### src/rtl/axil_stream_mailbox_pkg.sv
// Shared constants for the AXI4-lite stream mailbox: register offsets,
// STATUS bit positions, response codes and the STATUS word packer.
package axil_stream_mailbox_pkg;

    localparam logic ADDR_DATA   = 1'b0;
    localparam logic ADDR_STATUS = 1'b1;

    localparam int STAT_TX_FULL  = 16;
    localparam int STAT_TX_EMPTY = 17;
    localparam int STAT_RX_FULL  = 18;
    localparam int STAT_RX_EMPTY = 19;
    localparam int STAT_TX_OVF   = 24;
    localparam int STAT_RX_UDF   = 25;

    localparam logic [1:0] RESP_OKAY   = 2'b00;
    localparam logic [1:0] RESP_SLVERR = 2'b10;

    typedef struct packed {
        logic [7:0] tx_count;
        logic [7:0] rx_count;
        logic       tx_full;
        logic       tx_empty;
        logic       rx_full;
        logic       rx_empty;
        logic       tx_ovf;
        logic       rx_udf;
    } status_t;

    function automatic logic [31:0] pack_status(input status_t s);
        logic [31:0] w;
        w                = '0;
        w[7:0]           = s.tx_count;
        w[15:8]          = s.rx_count;
        w[STAT_TX_FULL]  = s.tx_full;
        w[STAT_TX_EMPTY] = s.tx_empty;
        w[STAT_RX_FULL]  = s.rx_full;
        w[STAT_RX_EMPTY] = s.rx_empty;
        w[STAT_TX_OVF]   = s.tx_ovf;
        w[STAT_RX_UDF]   = s.rx_udf;
        return w;
    endfunction

endpackage

### src/rtl/sync_fifo_fwft.sv
// First-word-fall-through FIFO. Full/empty are registered alongside the count
// so downstream ready signals carry no combinational path from push/pop.
module sync_fifo_fwft #(
    parameter int WIDTH      = 32,
    parameter int DEPTH_LOG2 = 4
) (
    input  logic                  clk,
    input  logic                  rst_n,
    input  logic                  push,
    input  logic [WIDTH-1:0]      din,
    input  logic                  pop,
    output logic [WIDTH-1:0]      dout,
    output logic [DEPTH_LOG2:0]   count,
    output logic                  full,
    output logic                  empty
);

    localparam int DEPTH = 1 << DEPTH_LOG2;
    localparam logic [DEPTH_LOG2:0] FULL_COUNT = (DEPTH_LOG2 + 1)'(DEPTH);
    localparam logic [DEPTH_LOG2:0] ONE_COUNT  = (DEPTH_LOG2 + 1)'(1);

    logic [WIDTH-1:0]      mem [DEPTH];
    logic [DEPTH_LOG2-1:0] wr_ptr_reg;
    logic [DEPTH_LOG2-1:0] rd_ptr_reg;
    logic [DEPTH_LOG2:0]   count_reg;
    logic [DEPTH_LOG2:0]   count_next;
    logic                  full_reg;
    logic                  empty_reg;
    logic                  push_ok;
    logic                  pop_ok;

    // Acceptance uses the registered flags: a push into a full FIFO is
    // refused even if a pop frees a slot in the same cycle.
    assign push_ok = push & ~full_reg;
    assign pop_ok  = pop & ~empty_reg;

    always_comb begin
        count_next = count_reg;
        if (push_ok && !pop_ok) begin
            count_next = count_reg + ONE_COUNT;
        end else if (pop_ok && !push_ok) begin
            count_next = count_reg - ONE_COUNT;
        end
    end

    always_ff @(posedge clk or negedge rst_n) begin
        if (!rst_n) begin
            wr_ptr_reg <= '0;
            rd_ptr_reg <= '0;
            count_reg  <= '0;
            full_reg   <= 1'b0;
            empty_reg  <= 1'b1;
        end else begin
            if (push_ok) begin
                wr_ptr_reg <= wr_ptr_reg + 1'b1;
            end
            if (pop_ok) begin
                rd_ptr_reg <= rd_ptr_reg + 1'b1;
            end
            count_reg <= count_next;
            full_reg  <= (count_next == FULL_COUNT);
            empty_reg <= (count_next == '0);
        end
    end

    always_ff @(posedge clk) begin
        if (push_ok) begin
            mem[wr_ptr_reg] <= din;
        end
    end

    assign dout  = mem[rd_ptr_reg];
    assign count = count_reg;
    assign full  = full_reg;
    assign empty = empty_reg;

endmodule

### src/rtl/axil_stream_mailbox.sv
// AXI4-lite slave exposing a DATA/STATUS window that bridges bus writes into a
// TX stream FIFO and an RX stream FIFO into bus reads.
module axil_stream_mailbox
    import axil_stream_mailbox_pkg::*;
#(
    parameter int DEPTH_LOG2 = 4
) (
    input  logic        aclk,
    input  logic        areset_n,
    input  logic        awvalid,
    output logic        awready,
    input  logic [2:2]  awaddr,
    input  logic [2:0]  awprot,
    input  logic        wvalid,
    output logic        wready,
    input  logic [31:0] wdata,
    input  logic [3:0]  wstrb,
    output logic        bvalid,
    input  logic        bready,
    output logic [1:0]  bresp,
    input  logic        arvalid,
    output logic        arready,
    input  logic [2:2]  araddr,
    input  logic [2:0]  arprot,
    output logic        rvalid,
    input  logic        rready,
    output logic [31:0] rdata,
    output logic [1:0]  rresp,
    output logic        tx_valid,
    input  logic        tx_ready,
    output logic [31:0] tx_data,
    input  logic        rx_valid,
    output logic        rx_ready,
    input  logic [31:0] rx_data
);

    logic        aw_set_reg;
    logic        w_set_reg;
    logic        ar_set_reg;
    logic        awaddr_reg;
    logic        araddr_reg;
    logic [31:0] wdata_reg;
    logic [3:0]  wstrb_reg;
    logic        bvalid_reg;
    logic [1:0]  bresp_reg;
    logic        rvalid_reg;
    logic [31:0] rdata_reg;
    logic [1:0]  rresp_reg;
    logic        tx_ovf_reg;
    logic        rx_udf_reg;

    logic                tx_push, tx_pop, tx_full, tx_empty;
    logic                rx_push, rx_pop, rx_full, rx_empty;
    logic [DEPTH_LOG2:0] tx_count, rx_count;
    logic [31:0]         rx_head;
    logic [31:0]         status_word;

    logic aw_hs, w_hs, ar_hs, b_hs, r_hs;
    logic wr_exec, rd_exec, wr_data, rd_data;
    logic tx_ovf_set, tx_ovf_clr, rx_udf_set, rx_udf_clr;
    logic unused_prot;

    assign unused_prot = ^{awprot, arprot};

    assign awready = ~aw_set_reg;
    assign wready  = ~w_set_reg;
    assign arready = ~ar_set_reg;

    assign aw_hs = awvalid & ~aw_set_reg;
    assign w_hs  = wvalid & ~w_set_reg;
    assign ar_hs = arvalid & ~ar_set_reg;
    assign b_hs  = bvalid_reg & bready;
    assign r_hs  = rvalid_reg & rready;

    // Each captured request executes exactly once: the response flag
    // blocks re-execution until the handshake clears the captured flags.
    assign wr_exec = aw_set_reg & w_set_reg & ~bvalid_reg;
    assign rd_exec = ar_set_reg & ~rvalid_reg;

    assign wr_data    = wr_exec & (awaddr_reg == ADDR_DATA) & (wstrb_reg != 4'h0);
    assign tx_push    = wr_data & ~tx_full;
    assign tx_ovf_set = wr_data & tx_full;
    assign tx_ovf_clr = wr_exec & (awaddr_reg == ADDR_STATUS) & wdata_reg[STAT_TX_OVF];
    assign rx_udf_clr = wr_exec & (awaddr_reg == ADDR_STATUS) & wdata_reg[STAT_RX_UDF];

    assign rd_data    = rd_exec & (araddr_reg == ADDR_DATA);
    assign rx_pop     = rd_data & ~rx_empty;
    assign rx_udf_set = rd_data & rx_empty;

    assign tx_pop  = ~tx_empty & tx_ready;
    assign rx_push = rx_valid & ~rx_full;

    // Snapshot of registered state; same-cycle pushes/pops are not yet visible.
    assign status_word = pack_status('{
        tx_count: 8'(tx_count),
        rx_count: 8'(rx_count),
        tx_full:  tx_full,
        tx_empty: tx_empty,
        rx_full:  rx_full,
        rx_empty: rx_empty,
        tx_ovf:   tx_ovf_reg,
        rx_udf:   rx_udf_reg
    });

    always_ff @(posedge aclk or negedge areset_n) begin
        if (!areset_n) begin
            aw_set_reg <= 1'b0;
            w_set_reg  <= 1'b0;
            awaddr_reg <= 1'b0;
            wdata_reg  <= '0;
            wstrb_reg  <= '0;
            bvalid_reg <= 1'b0;
            bresp_reg  <= RESP_OKAY;
        end else begin
            if (aw_hs) begin
                aw_set_reg <= 1'b1;
                awaddr_reg <= awaddr[2];
            end
            if (w_hs) begin
                w_set_reg <= 1'b1;
                wdata_reg <= wdata;
                wstrb_reg <= wstrb;
            end
            if (wr_exec) begin
                bvalid_reg <= 1'b1;
                bresp_reg  <= tx_ovf_set ? RESP_SLVERR : RESP_OKAY;
            end else if (b_hs) begin
                bvalid_reg <= 1'b0;
                aw_set_reg <= 1'b0;
                w_set_reg  <= 1'b0;
            end
        end
    end

    always_ff @(posedge aclk or negedge areset_n) begin
        if (!areset_n) begin
            ar_set_reg <= 1'b0;
            araddr_reg <= 1'b0;
            rvalid_reg <= 1'b0;
            rdata_reg  <= '0;
            rresp_reg  <= RESP_OKAY;
        end else begin
            if (ar_hs) begin
                ar_set_reg <= 1'b1;
                araddr_reg <= araddr[2];
            end
            if (rd_exec) begin
                rvalid_reg <= 1'b1;
                if (araddr_reg == ADDR_STATUS) begin
                    rdata_reg <= status_word;
                    rresp_reg <= RESP_OKAY;
                end else if (!rx_empty) begin
                    rdata_reg <= rx_head;
                    rresp_reg <= RESP_OKAY;
                end else begin
                    rdata_reg <= '0;
                    rresp_reg <= RESP_SLVERR;
                end
            end else if (r_hs) begin
                rvalid_reg <= 1'b0;
                ar_set_reg <= 1'b0;
            end
        end
    end

    // Sticky error flags: a set in the same cycle as a clear wins.
    always_ff @(posedge aclk or negedge areset_n) begin
        if (!areset_n) begin
            tx_ovf_reg <= 1'b0;
            rx_udf_reg <= 1'b0;
        end else begin
            tx_ovf_reg <= tx_ovf_set | (tx_ovf_reg & ~tx_ovf_clr);
            rx_udf_reg <= rx_udf_set | (rx_udf_reg & ~rx_udf_clr);
        end
    end

    sync_fifo_fwft #(
        .WIDTH      (32),
        .DEPTH_LOG2 (DEPTH_LOG2)
    ) u_tx_fifo (
        .clk   (aclk),
        .rst_n (areset_n),
        .push  (tx_push),
        .din   (wdata_reg),
        .pop   (tx_pop),
        .dout  (tx_data),
        .count (tx_count),
        .full  (tx_full),
        .empty (tx_empty)
    );

    sync_fifo_fwft #(
        .WIDTH      (32),
        .DEPTH_LOG2 (DEPTH_LOG2)
    ) u_rx_fifo (
        .clk   (aclk),
        .rst_n (areset_n),
        .push  (rx_push),
        .din   (rx_data),
        .pop   (rx_pop),
        .dout  (rx_head),
        .count (rx_count),
        .full  (rx_full),
        .empty (rx_empty)
    );

    assign bvalid   = bvalid_reg;
    assign bresp    = bresp_reg;
    assign rvalid   = rvalid_reg;
    assign rdata    = rdata_reg;
    assign rresp    = rresp_reg;
    assign tx_valid = ~tx_empty;
    assign rx_ready = ~rx_full;

endmodule

### config.mk
export PLATFORM = sky130hd
export DESIGN_NAME = axil_stream_mailbox
export DESIGN_NICKNAME = d
export VERILOG_FILES = /design/src/rtl/axil_stream_mailbox_pkg.sv /design/src/rtl/sync_fifo_fwft.sv /design/src/rtl/axil_stream_mailbox.sv
export SDC_FILE = /design/constraint.sdc
export NUM_CORES = 1
export LEC_CHECK = 0
export CAP_MARGIN = 25
export CORE_MARGIN = 5
export CORE_UTILIZATION = 40
export CTS_CLUSTER_DIAMETER = 200
export DETAILED_ROUTE_END_ITERATION = 8
export GPL_ROUTABILITY_DRIVEN = 0
export SKIP_CTS_REPAIR_TIMING = 1
export SLEW_MARGIN = 40
export SYNTH_ARGS = -nofsm -noshare
export SYNTH_HDL_FRONTEND = slang
export SYNTH_SLANG_ARGS = --single-unit
### constraint.sdc
create_clock -name aclk -period 7.05 [get_ports aclk]
set_input_delay 2.115 -clock aclk [delete_from_list [all_inputs] [get_ports aclk]]
set_output_delay 2.115 -clock aclk [all_outputs]
set_load 0.01 [all_outputs]
==> impl_summary.txt, run 1 <==
----------------------------------------------------
[Global routing]
  Total grt overflow ... 0
  Largest net degree at the start of global routing ... 62
  Overall track demand over capacity in global routing ... 17.3%
  First-pass GRT wire length ... 149000 um
  Antenna violations before repair ... 9
  Number of global-route vias before repair ... 22.2k

[Synthesis]
  Number of flip-flops and latches in the synthesized netlist ... 1133
  Share of the yosys chip area belonging to registers ... 76.6%
  Area of the mapped netlist ... 0.0437 mm2
  Number of synthesized flops with an enable pin ... 1024
  Synth Warn # ... 0
  Gate Count Post-Synth ... 2151
  Count of distinct cell types in the synthesized netlist ... 54
  Share of synthesized flip-flops with an asynchronous set or reset ... 9.62%
  Flip-flop cell with the highest count after synthesis ... sky130_fd_sc_hd__edfxtp_1
  Average cell area after synthesis ... 20.3 um2

[Cells and area]
  Fill count ... 9013
  Largest registers ranked by flip-flop count ... u_rx_fifo.mem: 512 flops, u_tx_fifo.mem: 512 flops
  Area added between synthesis and finish ... 16.7%
  Layout cell share with drive strength beyond 1 ... 23.2%
  Number of nets at the end of the flow ... 2463

[Timing]
  Least setup slack across all paths after layout ... 1090 ps
  Slew at the pin with the worst max-slew slack ... 825 ps
  Final number of max-transition violations ... 0
  Skew final ... 25.3 ps
  Number of endpoints failing setup at the final stage ... 0
  Final worst-path cycle share ... 84.6%
  Setup repair after global routing missed its margin ... no
  Setup TNS ... 0 ps
  Final Hold Violating Endpoints ... 0
  Highest clock frequency the design can meet ... 0.168 GHz
  Worst slew margin relative to its limit ... 44.8%
  Post-layout min period ... 5960 ps

[Clock network]
  Source-to-sink clock delay at the later pin of the worst-skew pair ... 700 ps
  CTS Root Buffer Type ... sky130_fd_sc_hd__clkbuf_16
  TritonCTS clock tree ... built
  Clock buffer count from CTS ... 113
  Maximum level of the CTS H-tree ... 3
  Maximum clock insertion buffer count ... 3
  Clock transition at the registers of the reported paths ... 60 ps
  Sinks on Clock Net ... 1133

[Critical path]
  Required arrival time at the worst endpoint ... 4930 ps
  Cell Chain, Critical Path ... buf_6 > nor2b_4 > buf_4 > a221oi_1 > a22oi_1 > nand2_1 > clkdlybuf4s50_1
  Type of element capturing the critical path ... primary output
  Largest delay contributor family on the critical path ... buffers and inverters
  R2R Path Start ... bvalid
  Worst Path Buf+Inv ... 3
  Signal arrival time at the worst endpoint ... 3850 ps
  Largest fanout on the critical path ... 51
  Startpoint type of the worst setup path ... register
  Launching element of the worst setup path ... u_tx_fifo.rd_ptr_reg[1]
  CP max stage cell ... sky130_fd_sc_hd__dfrtp_2
  Class of the most critical setup path ... register to primary output
  Maximum cell stage delay along the critical path ... 720 ps

[Floorplanning]
  Number of standard-cell rows in the floorplan ... 121
  I/O Pins ... 160
  Core Box Area ... 0.109 mm2
  Die H ... 341 um
  Area enclosed by the die boundary ... 0.116 mm2
  Initial cell density of the core ... 40.2%
  Die width ... 341 um

[Placed design]
  Port Buffers ... 151
  Minimum setup slack after placement ... 1760 ps
  HPWL reported at the end of detailed placement ... 56900 um

[Status]
  Run status ... complete, no violations

[Detailed routing]
  Detailed Route WL ... 102000 um
  Vias after detailed routing ... 21.4k
  DRC errors left ... 0
  Drt first pass iters ... 5
  Wire length per cell ... 26.2 um
  Number of vias per cell after detailed routing ... 5.51
  Detailed router's first-iteration violation count ... 1718
  Number of nets with antenna violations after detailed routing ... 0

[Power]
  Cell area power density ... 415 mW/mm2
  Leak Pwr ... 0.0167 uW
  Worst vdd ir ... 0.219 mV

[Run]
  Maximum Capacitance Violations ... 0

[Worst hold path]
  Source of the worst hold timing path ... bresp[1]
  Hold Crit Class ... register to register

----------------------------------------------------
cells in the mapped netlist (32+ instances only):
| cell | instances | area share (%) |
|---|---|---|
| sky130_fd_sc_hd__a22oi_1 | 33 | 0.57 |
| sky130_fd_sc_hd__clkbuf_1 | 70 | 0.60 |
| sky130_fd_sc_hd__o21ai_0 | 74 | 0.85 |
| sky130_fd_sc_hd__nand2_1 | 58 | 0.50 |
| sky130_fd_sc_hd__mux2i_1 | 112 | 2.6 |
| sky130_fd_sc_hd__mux2_2 | 84 | 2.2 |
| sky130_fd_sc_hd__nor2_1 | 50 | 0.43 |
| sky130_fd_sc_hd__a221oi_1 | 32 | 0.64 |
| sky130_fd_sc_hd__dfrtp_1 | 107 | 6.1 |
| sky130_fd_sc_hd__mux4_2 | 208 | 11 |
| sky130_fd_sc_hd__edfxtp_1 | 1024 | 70 |
| sky130_fd_sc_hd__a21oi_1 | 72 | 0.82 |
power breakdown:
| group | leakage, uW | internal (uW) | switching (uW) |
|---|---|---|---|
| logic | 0.00437 | 2730 | 2930 |
| registers | 0.0105 | 8560 | 1010 |
| clock network | 0.00181 | 3490 | 2460 |
| total | 0.0167 | 14800 | 6390 |
path summary, 6_finish.rpt:
check	cells past startpoint	end	slack (ps)
min in group asynchronous	1	wdata_reg[8]	1310
max in group asynchronous	3	u_rx_fifo.rd_ptr_reg[1]	4530
hold / removal	1	bresp[1]	500
setup reg to reg	5	u_tx_fifo.mem[9][18]	3410
setup / recovery	7	tx_data[27]	1090
hold reg to reg	1	bresp[1]	500
through the flow:
step	utilization, %	power (uW)	hold WS [ps]	area [um2]	std cells
finish	46.9	21200	500	51000	3880
CTS	46.8	21400	504	50900	3873
floorplan	-	13100	469	43700	2152
detailed placement	43.4	15400	490	47200	3661
global placement	43.3	15300	492	47100	3658
global route	46.9	22200	531	51000	3875
layout by cell type, fill, tap and decap left out, types with 6 or more instances in the layout:
| cell | instances |
|---|---|
| sky130_fd_sc_hd__edfxtp_1 | 1024 |
| sky130_fd_sc_hd__mux4_2 | 208 |
| sky130_fd_sc_hd__clkdlybuf4s50_1 | 150 |
| sky130_fd_sc_hd__clkbuf_16 | 115 |
| sky130_fd_sc_hd__mux2i_1 | 112 |
| sky130_fd_sc_hd__dfrtp_1 | 100 |
| sky130_fd_sc_hd__mux2_2 | 84 |
| sky130_fd_sc_hd__o21ai_0 | 74 |
| sky130_fd_sc_hd__a21oi_1 | 72 |
| sky130_fd_sc_hd__nand2_1 | 58 |
| sky130_fd_sc_hd__buf_4 | 51 |
| sky130_fd_sc_hd__nor2_1 | 46 |
| sky130_fd_sc_hd__clkbuf_1 | 35 |
| sky130_fd_sc_hd__a22oi_1 | 33 |
| sky130_fd_sc_hd__a221oi_1 | 32 |
| sky130_fd_sc_hd__inv_1 | 20 |
| sky130_fd_sc_hd__o22ai_1 | 17 |
| sky130_fd_sc_hd__a22o_1 | 17 |
| sky130_fd_sc_hd__xnor2_1 | 15 |
| sky130_fd_sc_hd__clkinv_2 | 15 |
| sky130_fd_sc_hd__ha_1 | 14 |
| sky130_fd_sc_hd__clkinv_1 | 14 |
| sky130_fd_sc_hd__clkbuf_8 | 12 |
| sky130_fd_sc_hd__and2_4 | 11 |
| sky130_fd_sc_hd__and2_2 | 10 |
| sky130_fd_sc_hd__bufinv_16 | 10 |
| sky130_fd_sc_hd__nand3_1 | 6 |
| sky130_fd_sc_hd__and3_1 | 6 |
cells by family (layout without fill, tap and decap cells):
group                      count (synthesis)  in the layout  share of synthesized area [%]
muxes                                    404            404                           15.4
xor gates and xnor gates                  17             17                          0.341
adders and majority gates                 14             14                          0.401
and+or+nand+nor                          187            187                           2.10
DFF                                     1133           1133                           76.6
other                                      1              7                        0.00858
buffers and inverters                    137            446                           1.39
AOI/OAI and AO/OA                        258            258                           3.71
layout make-up:
| type | count | area [um2] | share of cell area, % |
|---|---|---|---|
| clock buffers | 162 | 3170 | 6.23 |
| diodes | 5 | 12.5 | 0.0245 |
| clock inverters | 50 | 549 | 1.08 |
| multi-input cells | 882 | 9790 | 19.2 |
| well taps | 1414 | 1770 | 3.47 |
| flip-flops and latches | 1133 | 33500 | 65.7 |
| repair buffers | 214 | 2110 | 4.15 |
| inverters | 20 | 75.1 | 0.147 |
routing by layer:
| metal | track usage, % | vias up | share of wire (%) |
|---|---|---|---|
| li1 | - | 9261 | - |
| met1 | 22.9 | 11300 | 42 |
| met2 | 29.7 | 607 | 51 |
| met3 | 3.35 | 147 | 5.6 |
| met4 | 4.26 | 6 | 2.0 |
| met5 | 0 | - | 0.040 |
No activity file was read; power rests on OpenSTA's default activity.
==> inputs of run 2 (changes only) <==
clock period = 5.6 ns   (was 7.05 ns; I/O delays follow)
==> run 2 against run 1 <==
  * Sequential share of layout area fell by 0.31 points
  * Cell area rose by 0.47%
  * Worst setup slack got worse by 590 ps
  * Critical endpoint is now tx_data[12]
==> impl_summary.txt, run 2 (synthesis results as in run 1) <==
----------------------------------------------------
[Timing]
  Final worst-path cycle share ... 91.2%
  Highest clock frequency the design can meet ... 0.196 GHz
  Slew at the pin with the worst max-slew slack ... 853 ps
  Worst slew margin relative to its limit ... 43.1%
  Skew final ... 34.9 ps
  Setup repair after global routing missed its margin ... no
  Post-layout min period ... 5110 ps
  Setup TNS ... 0 ps
  Final Hold Violating Endpoints ... 0
  Least setup slack across all paths after layout ... 493 ps
  Number of endpoints failing setup at the final stage ... 0
  Final hold slack ... 512 ps
  Final number of max-transition violations ... 0

[Detailed routing]
  Wire length per cell ... 26.2 um
  Vias after detailed routing ... 21.4k
  Number of nets with antenna violations after detailed routing ... 0
  DRC errors left ... 0
  Detailed router's first-iteration violation count ... 1887
  Drt first pass iters ... 5
  Number of vias per cell after detailed routing ... 5.48
  Detailed Route WL ... 102000 um

[Floorplanning]
  Number of standard-cell rows in the floorplan ... 121
  Core Box Area ... 0.109 mm2
  Die width ... 341 um
  Initial cell density of the core ... 40.2%
  Die H ... 341 um
  Area enclosed by the die boundary ... 0.116 mm2
  I/O Pins ... 160

[Clock network]
  CTS Root Buffer Type ... sky130_fd_sc_hd__clkbuf_16
  Source-to-sink clock delay at the later pin of the worst-skew pair ... 710 ps
  Maximum clock insertion buffer count ... 3
  Sinks on Clock Net ... 1133
  Clock buffer count from CTS ... 114
  Clock transition at the registers of the reported paths ... 70 ps
  TritonCTS clock tree ... built
  Maximum level of the CTS H-tree ... 3

[Power]
  Worst vdd ir ... 0.327 mV
  Switching power as a share of total power ... 30.2%
  Share of power burned in combinational logic ... 26.5%
  Leak Pwr ... 0.0168 uW
  Proportion of power drawn by the clock network ... 28.8%
  Internal Dissipation ... 18800 uW
  Net switching component of the power ... 8160 uW
  Part of the total power dissipated in sequential elements ... 44.7%
  Cell area power density ... 527 mW/mm2

[Critical path]
  Largest fanout on the critical path ... 58
  Type of element capturing the critical path ... primary output
  Class of the most critical setup path ... register to primary output
  Maximum cell stage delay along the critical path ... 780 ps
  Signal arrival time at the worst endpoint ... 3430 ps
  Required arrival time at the worst endpoint ... 3920 ps
  Worst Path Buf+Inv ... 2
  CP max stage cell ... sky130_fd_sc_hd__dfrtp_4
  Largest delay contributor family on the critical path ... buffers and inverters
  Startpoint type of the worst setup path ... register
  Cell Chain, Critical Path ... buf_12 > mux2_2 > o21ai_0 > a21oi_1 > a22oi_1 > nand2_1 > clkdlybuf4s50_1

[Cells and area]
  Leading cell type in the layout, fill and taps excluded ... sky130_fd_sc_hd__edfxtp_1
  Largest registers ranked by flip-flop count ... u_rx_fifo.mem: 512 flops, u_tx_fifo.mem: 512 flops
  Multi-input logic area ... 0.00977 mm2
  Most frequent cells in the layout ... sky130_fd_sc_hd__edfxtp_1 (1024), sky130_fd_sc_hd__mux4_2 (208), sky130_fd_sc_hd__clkdlybuf4s50_1 (150)
  Layout cell share with drive strength beyond 1 ... 23.7%
  Number of nets at the end of the flow ... 2473
  Seq. cell area ... 0.0335 mm2
  Area added between synthesis and finish ... 17.2%
  Fill count ... 8954

[Global routing]
  Total grt overflow ... 0
  First-pass GRT wire length ... 151000 um
  Number of global-route vias before repair ... 22.4k
  Largest net degree at the start of global routing ... 71
  Antenna violations before repair ... 11
  Overall track demand over capacity in global routing ... 17.5%

[Run]
  Maximum Capacitance Violations ... 0

[Placed design]
  HPWL reported at the end of detailed placement ... 57300 um
  Port Buffers ... 151
  Minimum setup slack after placement ... 1160 ps

[Status]
  Run status ... complete, no violations

[Worst hold path]
  Hold Crit Class ... register to register

----------------------------------------------------
-- run 2: cell types whose count changed in the layout (fill, tap and decap cells not counted), moves of 2 or more --
cell,previous run,this run
sky130_fd_sc_hd__and2_2,10,18
sky130_fd_sc_hd__and2_4,11,2
sky130_fd_sc_hd__buf_12,5,9
sky130_fd_sc_hd__buf_4,51,59
sky130_fd_sc_hd__buf_6,4,1
sky130_fd_sc_hd__bufinv_16,10,13
sky130_fd_sc_hd__clkbuf_8,12,16
sky130_fd_sc_hd__clkinv_1,14,12
sky130_fd_sc_hd__clkinv_4,0,2
sky130_fd_sc_hd__diode_2,5,9
-- run 2: routing by layer --
layer | share of wire, % | up-vias | GRT usage (%)
met4 | 2.6 | 4 | 5.01
li1 | - | 9293 | -
met1 | 40 | 11300 | 22.4
met2 | 51 | 619 | 30.2
met3 | 6.4 | 153 | 3.91
met5 | 0.026 | - | 0
-- run 2: final cells by class --
cell class	count	share of cell area (%)
tap	1414	3.45
timing repair buffer	223	4.31
clock buffer	164	6.25
inverter	20	0.147
sequential	1133	65.4
antenna	9	0.0440
multi-input combinational	882	19.1
clock inverter	53	1.31
-- run 2: power by group through the flow --
| stage | logic, uW | registers, uW | clock network (uW) |
|---|---|---|---|
| floorplan | 4920 | 11500 | 0 |
| detailed placement | 7270 | 12200 | 0 |
| CTS | 7300 | 12100 | 7930 |
| global placement | 7030 | 12200 | 0 |
| finish | 7170 | 12100 | 7770 |
| global route | 7730 | 12200 | 8290 |
-- run 2: stage by stage --
| step | total power [uW] | utilization [%] | std cells | instance area (um2) |
|---|---|---|---|---|
| after floorplan | 16400 | - | 2152 | 43700 |
| after global placement | 19300 | 43.4 | 3666 | 47200 |
| after detailed placement | 19500 | 43.5 | 3671 | 47300 |
| after CTS | 27300 | 47.1 | 3888 | 51200 |
| after global routing | 28200 | 47.1 | 3891 | 51200 |
| final | 27000 | 47.1 | 3898 | 51200 |
-- run 2: worst reg2reg max path, delay by kind of cell, from the launching register on --
kind / cells / cell delay [ps]
flip-flops: 1 / 440
buffers and inverters: 1 / 480
AND/OR/NAND/NOR: 4 / 2520
-- run 2: final timing paths --
path | start | cells past startpoint | slack (ps) | end
setup / recovery | u_tx_fifo.rd_ptr_reg[0] | 7 | 490 | tx_data[12]
hold / removal | bresp[1] | 1 | 510 | bresp[1]
setup reg to reg | bvalid | 5 | 1790 | u_tx_fifo.mem[8][27]
hold reg to reg | bresp[1] | 1 | 510 | bresp[1]
max in group asynchronous | areset_n | 3 | 3640 | wdata_reg[3]
min in group asynchronous | areset_n | 1 | 830 | wdata_reg[31]
